`src/rtl/ins_fetch_pkg.sv`:
```
// ins_fetch_pkg: shared types and constants for the instruction fetch stage
package ins_fetch_pkg;
   typedef enum logic [1:0] {IDLE, REQ, ISSUE, HALT} state_t;
   localparam int INS_W = 9;
   localparam int JUMP_BIT = 8;
   localparam logic [INS_W-1:0] NOP = 9'b011000000;
endpackage

```
`src/rtl/ins_fetch_pc_counter.sv`:
```
// pc_counter: program counter with load, wrapping increment and hold
module pc_counter #(
   parameter int PC_W = 8,
   parameter logic [PC_W-1:0] RESET_PC = '0
) (
   input  logic            clk,
   input  logic            rst_n,
   input  logic            load,
   input  logic            inc,
   input  logic [PC_W-1:0] target,
   output logic [PC_W-1:0] pc
);
   // load has priority; increment wraps naturally at 2^PC_W
   always_ff @(posedge clk or negedge rst_n)
      if (!rst_n) pc <= RESET_PC;
      else if (load) pc <= target;
      else if (inc) pc <= pc + 1'b1;
endmodule

```
`src/rtl/ins_fetch.sv`:
```
// ins_fetch: PC + imem req/ack fetch, local jump/halt resolution, valid/stall issue (option: INS_FETCH_SINGLE_STEP_EN)
module ins_fetch
   import ins_fetch_pkg::*;
#(
   parameter int PC_W = 8,
   parameter logic [PC_W-1:0] RESET_PC = '0
) (
   input  logic             clk,
   input  logic             rst_n,
   input  logic             run,
`ifdef INS_FETCH_SINGLE_STEP_EN
   input  logic             step,
`endif
   output logic [PC_W-1:0]  imem_addr,
   output logic             imem_req,
   input  logic             imem_ack,
   input  logic [INS_W-1:0] imem_data,
   output logic [INS_W-1:0] INS,
   output logic             ins_valid,
   input  logic             stall,
   output logic [PC_W-1:0]  pc,
   output logic             halted
);
   state_t state, next;
   logic take, is_jump, is_halt, go;
   state_t issue_exit;
   assign take    = state == REQ && imem_ack;
   assign is_jump = imem_data[JUMP_BIT];
   assign is_halt = is_jump && imem_data[PC_W-1:0] == pc;
`ifdef INS_FETCH_SINGLE_STEP_EN
   logic step_q, step_qq;
   // registered copy of step; a rising edge arms one fetch from IDLE
   always_ff @(posedge clk or negedge rst_n)
      if (!rst_n) {step_q, step_qq} <= 2'b00;
      else {step_q, step_qq} <= {step, step_q};
   assign go = run && step_q && !step_qq;
   assign issue_exit = IDLE;
`else
   assign go = run;
   assign issue_exit = run ? REQ : IDLE;
`endif
   // state register
   always_ff @(posedge clk or negedge rst_n)
      if (!rst_n) state <= IDLE;
      else state <= next;
   // next-state: jumps loop back to REQ, halts park forever
   always_comb begin
      next = state;
      case (state)
         IDLE:  next = go ? REQ : IDLE;
         REQ:   next = !imem_ack ? REQ : !is_jump ? ISSUE : is_halt ? HALT : run ? REQ : IDLE;
         ISSUE: next = stall ? ISSUE : issue_exit;
         HALT:  next = HALT;
         default: next = IDLE;
      endcase
   end
   // outputs decoded from state; address always tracks pc
   always_comb begin
      imem_req  = state == REQ;
      ins_valid = state == ISSUE;
      halted    = state == HALT;
      imem_addr = pc;
   end
   // INS holds the last issued word until the next non-jump fetch
   always_ff @(posedge clk or negedge rst_n)
      if (!rst_n) INS <= NOP;
      else if (take && !is_jump) INS <= imem_data;
   pc_counter #(.PC_W(PC_W), .RESET_PC(RESET_PC)) u_pc (
      .clk    (clk),
      .rst_n  (rst_n),
      .load   (take && is_jump && !is_halt),
      .inc    (take && !is_jump),
      .target (imem_data[PC_W-1:0]),
      .pc     (pc)
   );
endmodule

```
`config.mk`:
```
export PLATFORM = sky130hd
export DESIGN_NAME = ins_fetch
export DESIGN_NICKNAME = d
export VERILOG_FILES = /design/src/rtl/ins_fetch_pkg.sv /design/src/rtl/ins_fetch_pc_counter.sv /design/src/rtl/ins_fetch.sv
export SDC_FILE = /design/constraint.sdc
export NUM_CORES = 1
export LEC_CHECK = 0
export BUFFER_PORTS_ARGS = -buffer_cell sky130_fd_sc_hd__buf_2
export CAP_MARGIN = 20
export CORE_ASPECT_RATIO = 1.75
export CORE_MARGIN = 1
export CORE_UTILIZATION = 50
export DETAILED_ROUTE_END_ITERATION = 8
export PLACE_DENSITY = 0.83
export SLEW_MARGIN = 0
export SYNTH_ARGS = -nofsm -noshare
export SYNTH_HDL_FRONTEND = slang
export SYNTH_SLANG_ARGS = --single-unit
```
`constraint.sdc`:
```
create_clock -name clk -period 3.4 [get_ports clk]
set_clock_uncertainty 0.2 [all_clocks]
set_input_delay 0.51 -clock clk [delete_from_list [all_inputs] [get_ports clk]]
set_output_delay 0.51 -clock clk [all_outputs]
set_load 0.02 [all_outputs]
```
==> flow_results.xml, run 1 <==
<?xml version="1.0" encoding="UTF-8"?>
<metrics>
  <group name="status">
    <metric name="run_status" unit="">finished, final reports clean</metric>
  </group>
  <group name="detailed_routing">
    <metric name="met1_length" unit="um">931</metric>
    <metric name="highest_layer" unit="">met4</metric>
    <metric name="post-route-drc-count" unit="">0</metric>
    <metric name="dr_wl_met3" unit="um">101</metric>
    <metric name="vias" unit="">949</metric>
    <metric name="routed_via_density" unit="">5.82</metric>
    <metric name="drt_first_pass_iters" unit="">4</metric>
    <metric name="wirelength" unit="um">2340</metric>
    <metric name="dr.first_iter.drc_count" unit="">25</metric>
    <metric name="dr_wl_met2" unit="um">1260</metric>
    <metric name="detail_route.wl_per_cell" unit="um">14.3</metric>
    <metric name="antenna_violating_nets_post_route" unit="">0</metric>
  </group>
  <group name="floorplan">
    <metric name="pin_count" unit="">42</metric>
    <metric name="rows" unit="">22</metric>
    <metric name="initial_utilization" unit="%">54.1</metric>
    <metric name="coreArea" unit="sq um">2150</metric>
    <metric name="dieArea" unit="sq um">2530</metric>
    <metric name="die_width" unit="um">38.4</metric>
    <metric name="die_h" unit="um">65.7</metric>
  </group>
  <group name="sta">
    <metric name="achievable_freq" unit="MHz">504</metric>
    <metric name="report.final.slew_viol_count" unit="">0</metric>
    <metric name="setup_viol" unit="">0</metric>
    <metric name="worst-slew-pin-transition" unit="ns">0.402</metric>
    <metric name="final.period_utilization" unit="%">58.4</metric>
    <metric name="rsz0062_at_grt" unit="">no</metric>
    <metric name="finalHoldViolCount" unit="">0</metric>
    <metric name="final.setup.tns" unit="ns">0</metric>
    <metric name="max_slew_margin" unit="%">73.2</metric>
    <metric name="finalCriticalPeriod" unit="ns">1.98</metric>
  </group>
  <group name="global_routing">
    <metric name="wire_length_of_the_first_global_routing_pass" unit="um">3730</metric>
    <metric name="grt_pass1_vias" unit="">885</metric>
    <metric name="grt_antenna_before_repair" unit="">0</metric>
    <metric name="grt_start_max_net_pins" unit="">20</metric>
    <metric name="grt-ovfl-total" unit="">0</metric>
    <metric name="grt.total_usage" unit="%">20.2</metric>
  </group>
  <group name="power">
    <metric name="irDropWorstVdd" unit="mV">0.399</metric>
    <metric name="power.total" unit="mW">1.12</metric>
    <metric name="pwr_density_cell" unit="nW/um^2">829</metric>
    <metric name="static-leakage-power" unit="nW">0.616</metric>
  </group>
  <group name="cts">
    <metric name="cts_sinks" unit="">19</metric>
    <metric name="cts_buffer_depth" unit="">2</metric>
    <metric name="cts.htree.levels" unit="">1</metric>
    <metric name="cts_tree" unit="">done</metric>
    <metric name="worst_skew_pair.late_latency" unit="ns">0.30</metric>
    <metric name="clkSlewWorstSetupHoldPaths" unit="ns">0.10</metric>
    <metric name="cts_made_buffers" unit="">3</metric>
    <metric name="clock_tree.root_cell" unit="">sky130_fd_sc_hd__clkbuf_4</metric>
    <metric name="cts.repair_timing.setup_buffer_count" unit="">0</metric>
  </group>
  <group name="cells_and_area">
    <metric name="areaGrowthSynthToFinish" unit="%">16.2</metric>
    <metric name="finalNetCount" unit="">155</metric>
    <metric name="postLayoutCoreUtil" unit="%">62.8</metric>
    <metric name="drive_above_1_share" unit="%">47.5</metric>
    <metric name="antenna_cells_inserted" unit="">0</metric>
    <metric name="layout.cells.non_filler" unit="">163</metric>
  </group>
  <group name="place">
    <metric name="placed_cells" unit="">158</metric>
    <metric name="place_hpwl" unit="um">1770</metric>
    <metric name="port_buffers" unit="">41</metric>
    <metric name="finalWeightedCongestion" unit="">0.803</metric>
  </group>
  <group name="worst_hold_path">
    <metric name="timing.hold.worst.class" unit="">in -&gt; reg</metric>
  </group>
  <group name="worst_setup_path">
    <metric name="worst_ep_arrival_time" unit="ns">2.01</metric>
    <metric name="cp-end-kind" unit="">register</metric>
    <metric name="cpMaxStageDelayCell" unit="">sky130_fd_sc_hd__and4bb_2</metric>
    <metric name="critPathKind" unit="">reg -&gt; reg</metric>
    <metric name="worstPathRequired" unit="ns">3.43</metric>
    <metric name="crit_chain" unit="">and4bb_2 &gt; nand4_1 &gt; or3_1 &gt; o211ai_1</metric>
    <metric name="critical_path.max_fanout" unit="">16</metric>
    <metric name="cp_slowest_stage_delay" unit="ns">0.58</metric>
    <metric name="setup.worst_path.start_class" unit="">register</metric>
  </group>
  <group name="yosys">
    <metric name="post_synth_num_cell_types" unit="">36</metric>
    <metric name="post_synth_main_area_contributors" unit="">sky130_fd_sc_hd__dfrtp_1, sky130_fd_sc_hd__mux2_2, sky130_fd_sc_hd__xnor2_1</metric>
    <metric name="synthesis.area" unit="sq um">1160</metric>
    <metric name="async_flop_share" unit="%">100</metric>
    <metric name="synth_edf_count" unit="">0</metric>
    <metric name="count_of_mapped_cells_out_of_synthesis" unit="">105</metric>
    <metric name="syn-num-nets" unit="">120</metric>
    <metric name="synth.largest_area_cell" unit="">sky130_fd_sc_hd__dfrtp_1</metric>
    <metric name="top_flip_flop_cell_by_instance_count_after_synthesis" unit="">sky130_fd_sc_hd__dfrtp_1</metric>
    <metric name="ys.warnings.count" unit="">0</metric>
    <metric name="synth_seq_area_share" unit="%">41.2</metric>
    <metric name="ys_seq_elements" unit="">19</metric>
    <metric name="syn_avg_cell_area" unit="sq um">11.1</metric>
    <metric name="yosysTopAreaCellShare" unit="%">36.6</metric>
  </group>
  <group name="job">
    <metric name="maxCapViolations" unit="">0</metric>
  </group>
</metrics>
==> path summary, 6_finish.rpt <==
check                              from    endpoint  cells past startpoint  slack (ns)
setup / recovery               state[1]  u_pc.pc[6]                      4        1.42
hold reg to reg                  INS[8]      INS[8]                      1        0.31
hold / removal             imem_data[3]  u_pc.pc[3]                      2        0.28
setup reg to reg               state[1]  u_pc.pc[6]                      4        1.42
max in group asynchronous         rst_n      INS[7]                      2        2.22
min in group asynchronous         rst_n  u_pc.pc[3]                      2        0.45
==> worst max-delay path, delay by kind of cell, from the launching register on <==
family,cells,cell delay [ns]
simple gates,3,1.17
compound gates,1,0.08
flops,1,0.45
==> synth_stat cells (2+ instances only) <==
cell type	count
sky130_fd_sc_hd__a21oi_1	3
sky130_fd_sc_hd__a211oi_1	2
sky130_fd_sc_hd__o211ai_1	4
sky130_fd_sc_hd__nand4_2	2
sky130_fd_sc_hd__o2111ai_1	5
sky130_fd_sc_hd__nor2b_1	2
sky130_fd_sc_hd__inv_1	2
sky130_fd_sc_hd__nand2b_1	2
sky130_fd_sc_hd__or2_2	3
sky130_fd_sc_hd__dfrtp_1	17
sky130_fd_sc_hd__buf_4	8
sky130_fd_sc_hd__and3b_1	2
sky130_fd_sc_hd__mux2_2	8
sky130_fd_sc_hd__mux2_4	2
sky130_fd_sc_hd__o21ai_0	3
sky130_fd_sc_hd__clkbuf_1	2
sky130_fd_sc_hd__xnor2_1	9
sky130_fd_sc_hd__nand4_1	3
sky130_fd_sc_hd__nand2_1	7
sky130_fd_sc_hd__dfstp_2	2
sky130_fd_sc_hd__and4bb_2	2
==> what timing repair did <==
action                                  4_1_cts  5_1_grt
endpoints found under the hold margin        17        0
resized for setup                             0        0
endpoints found under the setup margin        0        0
hold buffers                                  1        0
==> metal layers <==
metal	track usage, %	up-vias
li1	-	453
met2	34.7	38
met1	23.0	451
met5	0	-
met4	9.91	0
met3	3.38	7
==> cell type report <==
cell class | count | area (sq um)
timing repair buffer | 42 | 215
clock buffer | 4 | 26.3
fill | 183 | 798
multi-input combinational | 72 | 592
sequential | 19 | 478
inverter | 2 | 7.51
tap | 24 | 30.0
==> stage by stage <==
step	hold slack [ns]	setup slack, ns	cell area, sq um
6_report	0.284	1.42	1350
5_1_grt	0.279	1.35	1350
4_1_cts	0.279	1.41	1350
3_5_place_dp	0.261	1.16	1310
3_3_place_gp	0.263	1.23	1310
2_1_floorplan	0.0144	1.56	1160
==> logic make-up (layout without fill, tap and decap cells) <==
family | after synthesis | after routing | synth area share, %
xor gates and xnor gates | 10 | 10 | 7.54
adders and majority gates | 1 | 1 | 1.08
muxes | 10 | 10 | 10.3
buffers and inverters | 14 | 48 | 7.87
and+or+nand+nor | 29 | 29 | 16.9
DFF | 19 | 19 | 41.2
AOI/OAI and AO/OA | 22 | 22 | 15.1
==> flip-flops by register name, summed over array words and instances, names as in the netlist <==
signal	count
state	2
INS	9
u_pc.pc	8
==> power breakdown <==
group	internal [mW]	switching (mW)
sequential	0.321	0.108
clock	0.0458	0.0676
combinational	0.239	0.336
total	0.606	0.512
==> cell usage in the layout, fill, tap and decap left out, drive strengths merged, types with 2 or more instances in the layout <==
cell type   n
nand4       5
a211oi      2
o21ai       3
and3b       2
a21oi       3
clkbuf      4
o2111ai     5
xnor2       9
mux2       10
inv         2
nor2b       2
dfstp       2
dfrtp      17
o211ai      4
or2         3
nand2       7
buf        41
nand2b      2
and4bb      2
Power figures use the tool's default switching activity.
==> run 2, diff against run 1 <==
--- a/config.mk
+++ b/config.mk
@@ -9,9 +9,9 @@
 export CAP_MARGIN = 20
 export CORE_ASPECT_RATIO = 1.75
 export CORE_MARGIN = 1
-export CORE_UTILIZATION = 50
+export CORE_UTILIZATION = 44
 export DETAILED_ROUTE_END_ITERATION = 8
-export PLACE_DENSITY = 0.83
+export PLACE_DENSITY = 0.78
 export SLEW_MARGIN = 0
 export SYNTH_ARGS = -nofsm -noshare
 export SYNTH_HDL_FRONTEND = slang
==> constraint.sdc (replaced) <==
create_clock -name clk -period 1.8 [get_ports clk]
set_clock_uncertainty 0.2 [all_clocks]
set_input_delay 0.27 -clock clk [delete_from_list [all_inputs] [get_ports clk]]
set_output_delay 0.27 -clock clk [all_outputs]
set_load 0.02 [all_outputs]
==> run 2 against run 1 <==
Against the previous run: routed wire length is 20% higher; count of clock-buffer cells in the layout shrank 1; fmax is 13% higher; register-to-register slack worse by 1.4 ns; non-clock buffer count grew 20; final cell count is 13% higher; first-iteration DRC count shrank 44%; sequential power grew 76%; setup slack worse by 1.4 ns; critical path type unchanged; highest routed layer unchanged.
==> flow_results.xml, run 2 (same netlist as run 1, synthesis figures left out) <==
<?xml version="1.0" encoding="UTF-8"?>
<metrics>
  <group name="detailed_routing">
    <metric name="dr.first_iter.drc_count" unit="">14</metric>
    <metric name="post-route-drc-count" unit="">0</metric>
    <metric name="wirelength" unit="um">2810</metric>
    <metric name="routed_via_density" unit="">5.59</metric>
    <metric name="vias" unit="">1034</metric>
    <metric name="detail_route.wl_per_cell" unit="um">15.2</metric>
    <metric name="antenna_violating_nets_post_route" unit="">0</metric>
    <metric name="drt_first_pass_iters" unit="">4</metric>
  </group>
  <group name="sta">
    <metric name="finalHoldViolCount" unit="">0</metric>
    <metric name="finalCriticalPeriod" unit="ns">1.76</metric>
    <metric name="hold-worst-slack" unit="ns">0.0906</metric>
    <metric name="final.period_utilization" unit="%">97.9</metric>
    <metric name="max_slew_margin" unit="%">71.5</metric>
    <metric name="achievable_freq" unit="MHz">567</metric>
    <metric name="finalWorstSetupSlack" unit="ns">0.0378</metric>
    <metric name="setup_viol" unit="">0</metric>
    <metric name="rsz0062_at_grt" unit="">no</metric>
    <metric name="worst-slew-pin-transition" unit="ns">0.427</metric>
    <metric name="final.setup.tns" unit="ns">0</metric>
    <metric name="report.final.slew_viol_count" unit="">0</metric>
  </group>
  <group name="status">
    <metric name="run_status" unit="">finished, final reports clean</metric>
  </group>
  <group name="cells_and_area">
    <metric name="finalNetCount" unit="">175</metric>
    <metric name="biggestRegsByFlops" unit="">INS x9, u_pc.pc x8, state x2</metric>
    <metric name="layout.cells.most_common" unit="">sky130_fd_sc_hd__buf_2</metric>
    <metric name="postLayoutCoreUtil" unit="%">63.8</metric>
    <metric name="largest_reg_flops" unit="">9</metric>
    <metric name="drive_above_1_share" unit="%">62.9</metric>
    <metric name="antenna_cells_inserted" unit="">0</metric>
    <metric name="areaGrowthSynthToFinish" unit="%">36.9</metric>
    <metric name="most-common-layout-cells" unit="">sky130_fd_sc_hd__buf_2, sky130_fd_sc_hd__buf_4, sky130_fd_sc_hd__dfrtp_1</metric>
    <metric name="registers.top_by_ff_count" unit="">INS</metric>
  </group>
  <group name="floorplan">
    <metric name="die_h" unit="um">70.0</metric>
    <metric name="dieArea" unit="sq um">2860</metric>
    <metric name="initial_utilization" unit="%">46.6</metric>
    <metric name="coreArea" unit="sq um">2490</metric>
    <metric name="die_width" unit="um">40.8</metric>
    <metric name="rows" unit="">24</metric>
    <metric name="pin_count" unit="">42</metric>
  </group>
  <group name="global_routing">
    <metric name="grt_antenna_before_repair" unit="">0</metric>
    <metric name="grt_pass1_vias" unit="">1008</metric>
    <metric name="grt-ovfl-total" unit="">0</metric>
    <metric name="grt_start_max_net_pins" unit="">20</metric>
    <metric name="wire_length_of_the_first_global_routing_pass" unit="um">4510</metric>
    <metric name="grt.total_usage" unit="%">22.5</metric>
  </group>
  <group name="cts">
    <metric name="cts_sinks" unit="">19</metric>
    <metric name="clkSlewWorstSetupHoldPaths" unit="ns">0.07</metric>
    <metric name="cts_buffer_depth" unit="">2</metric>
    <metric name="cts_made_buffers" unit="">3</metric>
    <metric name="clock_tree.root_cell" unit="">sky130_fd_sc_hd__clkbuf_8</metric>
    <metric name="cts.htree.levels" unit="">1</metric>
    <metric name="worst_skew_pair.late_latency" unit="ns">0.26</metric>
    <metric name="cts_tree" unit="">done</metric>
  </group>
  <group name="power">
    <metric name="combinationalPowerShare" unit="%">57.6</metric>
    <metric name="netSwitchingFraction" unit="%">42.8</metric>
    <metric name="pwr_density_cell" unit="nW/um^2">1580</metric>
    <metric name="static-leakage-power" unit="nW">0.757</metric>
    <metric name="share_seq_of_total_power" unit="%">30.3</metric>
    <metric name="net-switching-power" unit="mW">1.07</metric>
    <metric name="clock_power_share" unit="%">12.1</metric>
    <metric name="irDropWorstVdd" unit="mV">0.969</metric>
    <metric name="power.total" unit="mW">2.50</metric>
    <metric name="power.internal" unit="mW">1.43</metric>
  </group>
  <group name="job">
    <metric name="maxCapViolations" unit="">0</metric>
  </group>
  <group name="place">
    <metric name="port_buffers" unit="">41</metric>
    <metric name="post-place-ws" unit="ns">0.0147</metric>
    <metric name="finalWeightedCongestion" unit="">0.863</metric>
    <metric name="place_hpwl" unit="um">2180</metric>
  </group>
  <group name="worst_setup_path">
    <metric name="cp-end-kind" unit="">register</metric>
    <metric name="worst_ep_arrival_time" unit="ns">1.71</metric>
    <metric name="worstPathRequired" unit="ns">1.75</metric>
    <metric name="critPathKind" unit="">reg -&gt; reg</metric>
    <metric name="setup.worst_path.start_class" unit="">register</metric>
    <metric name="critical_path.max_fanout" unit="">6</metric>
  </group>
  <group name="worst_hold_path">
    <metric name="timing.hold.worst.class" unit="">in -&gt; reg</metric>
  </group>
</metrics>
-- run 2: per-layer routing --
metal / part of all wire [%] / vias to the layer above / track usage, % / wire [um]
met1: 38 / 493 / 24.2 / 1070
met3: 3.3 / 11 / 4.13 / 92
met2: 55 / 33 / 35.8 / 1540
met5: 0 / - / 0 / 0
li1: - / 497 / - / -
met4: 4.0 / 0 / 16.3 / 112
-- run 2: cell type report --
class / instances / area (sq um)
Clock buffer: 3 / 41.3
Clock inverter: 1 / 5.00
Fill cell: 188 / 903
Inverter: 2 / 7.51
Multi-Input combinational cell: 72 / 653
Sequential cell: 19 / 484
Tap cell: 26 / 32.5
Timing Repair Buffer: 62 / 365
-- run 2: worst max-delay path: stages, from the launching register on --
cell                      delay [ns]
sky130_fd_sc_hd__dfrtp_2        0.45
sky130_fd_sc_hd__xnor2_2        0.19
sky130_fd_sc_hd__nand4_2        0.19
sky130_fd_sc_hd__o211a_4        0.31
sky130_fd_sc_hd__mux2_4         0.30
-- run 2: path summary, 6_finish.rpt --
kind | endpoint | start | slack [ns] | depth (start not counted)
setup / recovery | u_pc.pc[0] | u_pc.pc[6] | 0.04 | 4
hold / removal | INS[1] | imem_data[1] | 0.09 | 2
min in group asynchronous | u_pc.pc[7] | rst_n | 0.28 | 2
setup reg to reg | u_pc.pc[0] | u_pc.pc[6] | 0.04 | 4
max in group asynchronous | INS[6] | rst_n | 0.79 | 2
hold reg to reg | INS[0] | INS[0] | 0.30 | 1
-- run 2: power by group through the flow --
stage / clock network [mW] / logic, mW / registers, mW
finish: 0.303 / 1.44 / 0.757
global route: 0.330 / 1.55 / 0.781
CTS: 0.310 / 1.36 / 0.741
detailed placement: 0 / 1.35 / 0.749
global placement: 0 / 1.32 / 0.731
floorplan: 0 / 0.667 / 1.00
-- run 2: stage by stage --
step / instances / instance area [sq um]
final: 185 / 1590
after detailed placement: 175 / 1430
after CTS: 180 / 1490
after global routing: 185 / 1590
after floorplan: 105 / 1170
after global placement: 175 / 1430
-- run 2: timing repair --
action	CTS	global route
setup endpoints to repair	1	9
resized for setup	0	9
hold endpoints to repair	17	0
pin swaps	1	5
hold buffers	1	0
buffers inserted	0	5
==> run 3, diff against run 2 <==
--- a/config.mk
+++ b/config.mk
@@ -7,11 +7,15 @@
 export LEC_CHECK = 0
 export BUFFER_PORTS_ARGS = -buffer_cell sky130_fd_sc_hd__buf_2
 export CAP_MARGIN = 20
+export CELL_PAD_IN_SITES_DETAIL_PLACEMENT = 0
+export CELL_PAD_IN_SITES_GLOBAL_PLACEMENT = 1
 export CORE_ASPECT_RATIO = 1.75
 export CORE_MARGIN = 1
-export CORE_UTILIZATION = 44
+export CORE_UTILIZATION = 33
 export DETAILED_ROUTE_END_ITERATION = 8
-export PLACE_DENSITY = 0.78
+export HOLD_SLACK_MARGIN = 0.05
+export PLACE_DENSITY = 0.77
+export REMOVE_ABC_BUFFERS = 1
 export SLEW_MARGIN = 0
 export SYNTH_ARGS = -nofsm -noshare
 export SYNTH_HDL_FRONTEND = slang
==> run 3 against run 2 <==
Against the previous run: count of clock-buffer cells in the layout is the same; fmax is 1.9% higher; flip-flop and latch count unchanged; die area rose by 32%; utilization fell by 17 points; register-to-register slack gained 0.03 ns; power is 1.7% lower; design area shrank 0.87%; largest cell class unchanged; largest power group unchanged.
==> flow_results.xml, run 3 (same netlist as run 1, synthesis figures left out) <==
<?xml version="1.0" encoding="UTF-8"?>
<metrics>
  <group name="global_routing">
    <metric name="wire_length_of_the_first_global_routing_pass" unit="um">4600</metric>
    <metric name="grt_start_max_net_pins" unit="">20</metric>
    <metric name="grt_pass1_vias" unit="">1052</metric>
    <metric name="grt_antenna_before_repair" unit="">0</metric>
    <metric name="grt.total_usage" unit="%">16.9</metric>
    <metric name="grt-ovfl-total" unit="">0</metric>
  </group>
  <group name="worst_setup_path">
    <metric name="cp_top_family" unit="">flip-flops</metric>
    <metric name="critPathKind" unit="">reg -&gt; reg</metric>
    <metric name="critical_path.max_fanout" unit="">6</metric>
    <metric name="setup.worst_path.start_class" unit="">register</metric>
    <metric name="cp-end-kind" unit="">register</metric>
    <metric name="crit_chain" unit="">xnor2_1 &gt; nand4_2 &gt; o211a_4 &gt; mux2_4</metric>
    <metric name="worstPathRequired" unit="ns">1.74</metric>
    <metric name="cp_slowest_stage_delay" unit="ns">0.39</metric>
    <metric name="worstPathBufferInverterCount" unit="">0</metric>
    <metric name="cpMaxStageDelayCell" unit="">sky130_fd_sc_hd__dfrtp_1</metric>
    <metric name="worst_ep_arrival_time" unit="ns">1.67</metric>
  </group>
  <group name="detailed_routing">
    <metric name="vias" unit="">1033</metric>
    <metric name="detail_route.wl_per_cell" unit="um">14.5</metric>
    <metric name="antenna_violating_nets_post_route" unit="">0</metric>
    <metric name="routed_via_density" unit="">5.11</metric>
    <metric name="dr.first_iter.drc_count" unit="">32</metric>
    <metric name="wirelength" unit="um">2940</metric>
    <metric name="post-route-drc-count" unit="">0</metric>
    <metric name="drt_first_pass_iters" unit="">4</metric>
  </group>
  <group name="cells_and_area">
    <metric name="largest_reg_flops" unit="">9</metric>
    <metric name="finalNetCount" unit="">173</metric>
    <metric name="layout.cells.most_common" unit="">sky130_fd_sc_hd__buf_2</metric>
    <metric name="most-common-layout-cells" unit="">sky130_fd_sc_hd__buf_2, sky130_fd_sc_hd__buf_4, sky130_fd_sc_hd__dfrtp_1</metric>
    <metric name="antenna_cells_inserted" unit="">0</metric>
    <metric name="areaGrowthSynthToFinish" unit="%">35.7</metric>
    <metric name="registers.top_by_ff_count" unit="">INS</metric>
    <metric name="biggestRegsByFlops" unit="">INS x9, u_pc.pc x8, state x2</metric>
    <metric name="drive_above_1_share" unit="%">58.0</metric>
    <metric name="layout.cells.non_filler" unit="">202</metric>
  </group>
  <group name="sta">
    <metric name="finalHoldViolCount" unit="">0</metric>
    <metric name="max_slew_margin" unit="%">69.5</metric>
    <metric name="final.period_utilization" unit="%">96.0</metric>
    <metric name="worst-slew-pin-transition" unit="ns">0.458</metric>
    <metric name="finalCriticalPeriod" unit="ns">1.73</metric>
    <metric name="setup_viol" unit="">0</metric>
    <metric name="achievable_freq" unit="MHz">579</metric>
    <metric name="final.setup.tns" unit="ns">0</metric>
    <metric name="report.final.slew_viol_count" unit="">0</metric>
  </group>
  <group name="cts">
    <metric name="cts_buffer_depth" unit="">2</metric>
    <metric name="clock_tree.root_cell" unit="">sky130_fd_sc_hd__clkbuf_8</metric>
    <metric name="cts_tree" unit="">done</metric>
    <metric name="worst_skew_pair.late_latency" unit="ns">0.26</metric>
    <metric name="cts.htree.levels" unit="">1</metric>
    <metric name="cts_sinks" unit="">19</metric>
    <metric name="cts_made_buffers" unit="">3</metric>
    <metric name="clkSlewWorstSetupHoldPaths" unit="ns">0.07</metric>
  </group>
  <group name="power">
    <metric name="irDropWorstVdd" unit="mV">0.750</metric>
    <metric name="pwr_density_cell" unit="nW/um^2">1560</metric>
    <metric name="static-leakage-power" unit="nW">0.746</metric>
  </group>
  <group name="place">
    <metric name="port_buffers" unit="">41</metric>
    <metric name="placed_cells" unit="">196</metric>
    <metric name="place_hpwl" unit="um">2270</metric>
    <metric name="finalWeightedCongestion" unit="">0.788</metric>
  </group>
  <group name="floorplan">
    <metric name="dieArea" unit="sq um">3770</metric>
    <metric name="die_h" unit="um">80.5</metric>
    <metric name="coreArea" unit="sq um">3360</metric>
    <metric name="die_width" unit="um">46.8</metric>
    <metric name="pin_count" unit="">42</metric>
    <metric name="initial_utilization" unit="%">34.5</metric>
    <metric name="rows" unit="">28</metric>
  </group>
  <group name="job">
    <metric name="maxCapViolations" unit="">0</metric>
  </group>
  <group name="worst_hold_path">
    <metric name="timing.hold.worst.class" unit="">in -&gt; reg</metric>
  </group>
  <group name="status">
    <metric name="run_status" unit="">finished, final reports clean</metric>
  </group>
</metrics>
==> run 3: metrics by stage <==
step | worst slack [ns] | power (mW) | util [%] | cell area [sq um] | hold WS (ns)
after global routing | -0.00418 | 2.61 | 46.8 | 1580 | 0.104
after global placement | 0.0367 | 2.07 | 43.6 | 1470 | 0.0393
after CTS | 0.0269 | 2.41 | 45.3 | 1520 | 0.0908
after floorplan | -0.136 | 1.53 | - | 1080 | -0.226
final | 0.0714 | 2.46 | 46.8 | 1580 | 0.0951
after detailed placement | 0.0122 | 2.10 | 43.6 | 1470 | 0.0503
==> run 3: metal layers <==
| layer | share of wire, % | wire length [um] | vias up | GRT usage [%] |
|---|---|---|---|---|
| li1 | - | - | 485 | - |
| met1 | 39 | 1160 | 510 | 18.2 |
| met2 | 55 | 1620 | 31 | 31.1 |
| met3 | 2.9 | 85 | 7 | 1.57 |
| met4 | 2.5 | 72 | 0 | 7.43 |
| met5 | 0 | 0 | - | 0 |
==> run 3: path summary, 6_finish.rpt <==
| kind | end | slack (ns) | cells after the start | from |
|---|---|---|---|---|
| setup reg to reg | u_pc.pc[0] | 0.07 | 4 | u_pc.pc[5] |
| min in group asynchronous | INS[5] | 0.29 | 2 | rst_n |
| hold reg to reg | INS[8] | 0.30 | 1 | INS[8] |
| max in group asynchronous | INS[6] | 0.77 | 2 | rst_n |
| hold / removal | INS[1] | 0.1 | 2 | imem_data[1] |
| setup / recovery | u_pc.pc[0] | 0.07 | 4 | u_pc.pc[5] |
==> run 3: final cells by class <==
| cell class | instances | area (sq um) |
|---|---|---|
| Multi-Input combinational cell | 72 | 637 |
| Tap cell | 45 | 56.3 |
| Inverter | 2 | 7.51 |
| Clock inverter | 1 | 5.00 |
| Clock buffer | 3 | 41.3 |
| Timing Repair Buffer | 60 | 350 |
| Sequential cell | 19 | 478 |
| Fill cell | 345 | 1790 |
==> run 3: timing repair <==
item                                    CTS  global route
buffers inserted                          0             1
endpoints found under the setup margin    0             4
hold buffers                              1             0
gates resized for setup                   0             6
endpoints found under the hold margin    17             0
==> run 3: where the power goes <==
group	internal [mW]	switching, mW	total [mW]	leakage (nW)
Sequential	0.609	0.122	0.731	0.229
Combinational	0.638	0.790	1.43	0.492
Clock	0.154	0.148	0.302	0.0255
Total	1.40	1.06	2.46	0.746
==> run 3: worst reg2reg max path: cells and delay by family, from the launching register on <==
family | cells | cell delay (ns)
AOI/OAI and AO/OA | 1 | 0.34
xor gates and xnor gates | 1 | 0.17
DFF | 1 | 0.39
muxes | 1 | 0.30
and+or+nand+nor | 1 | 0.21
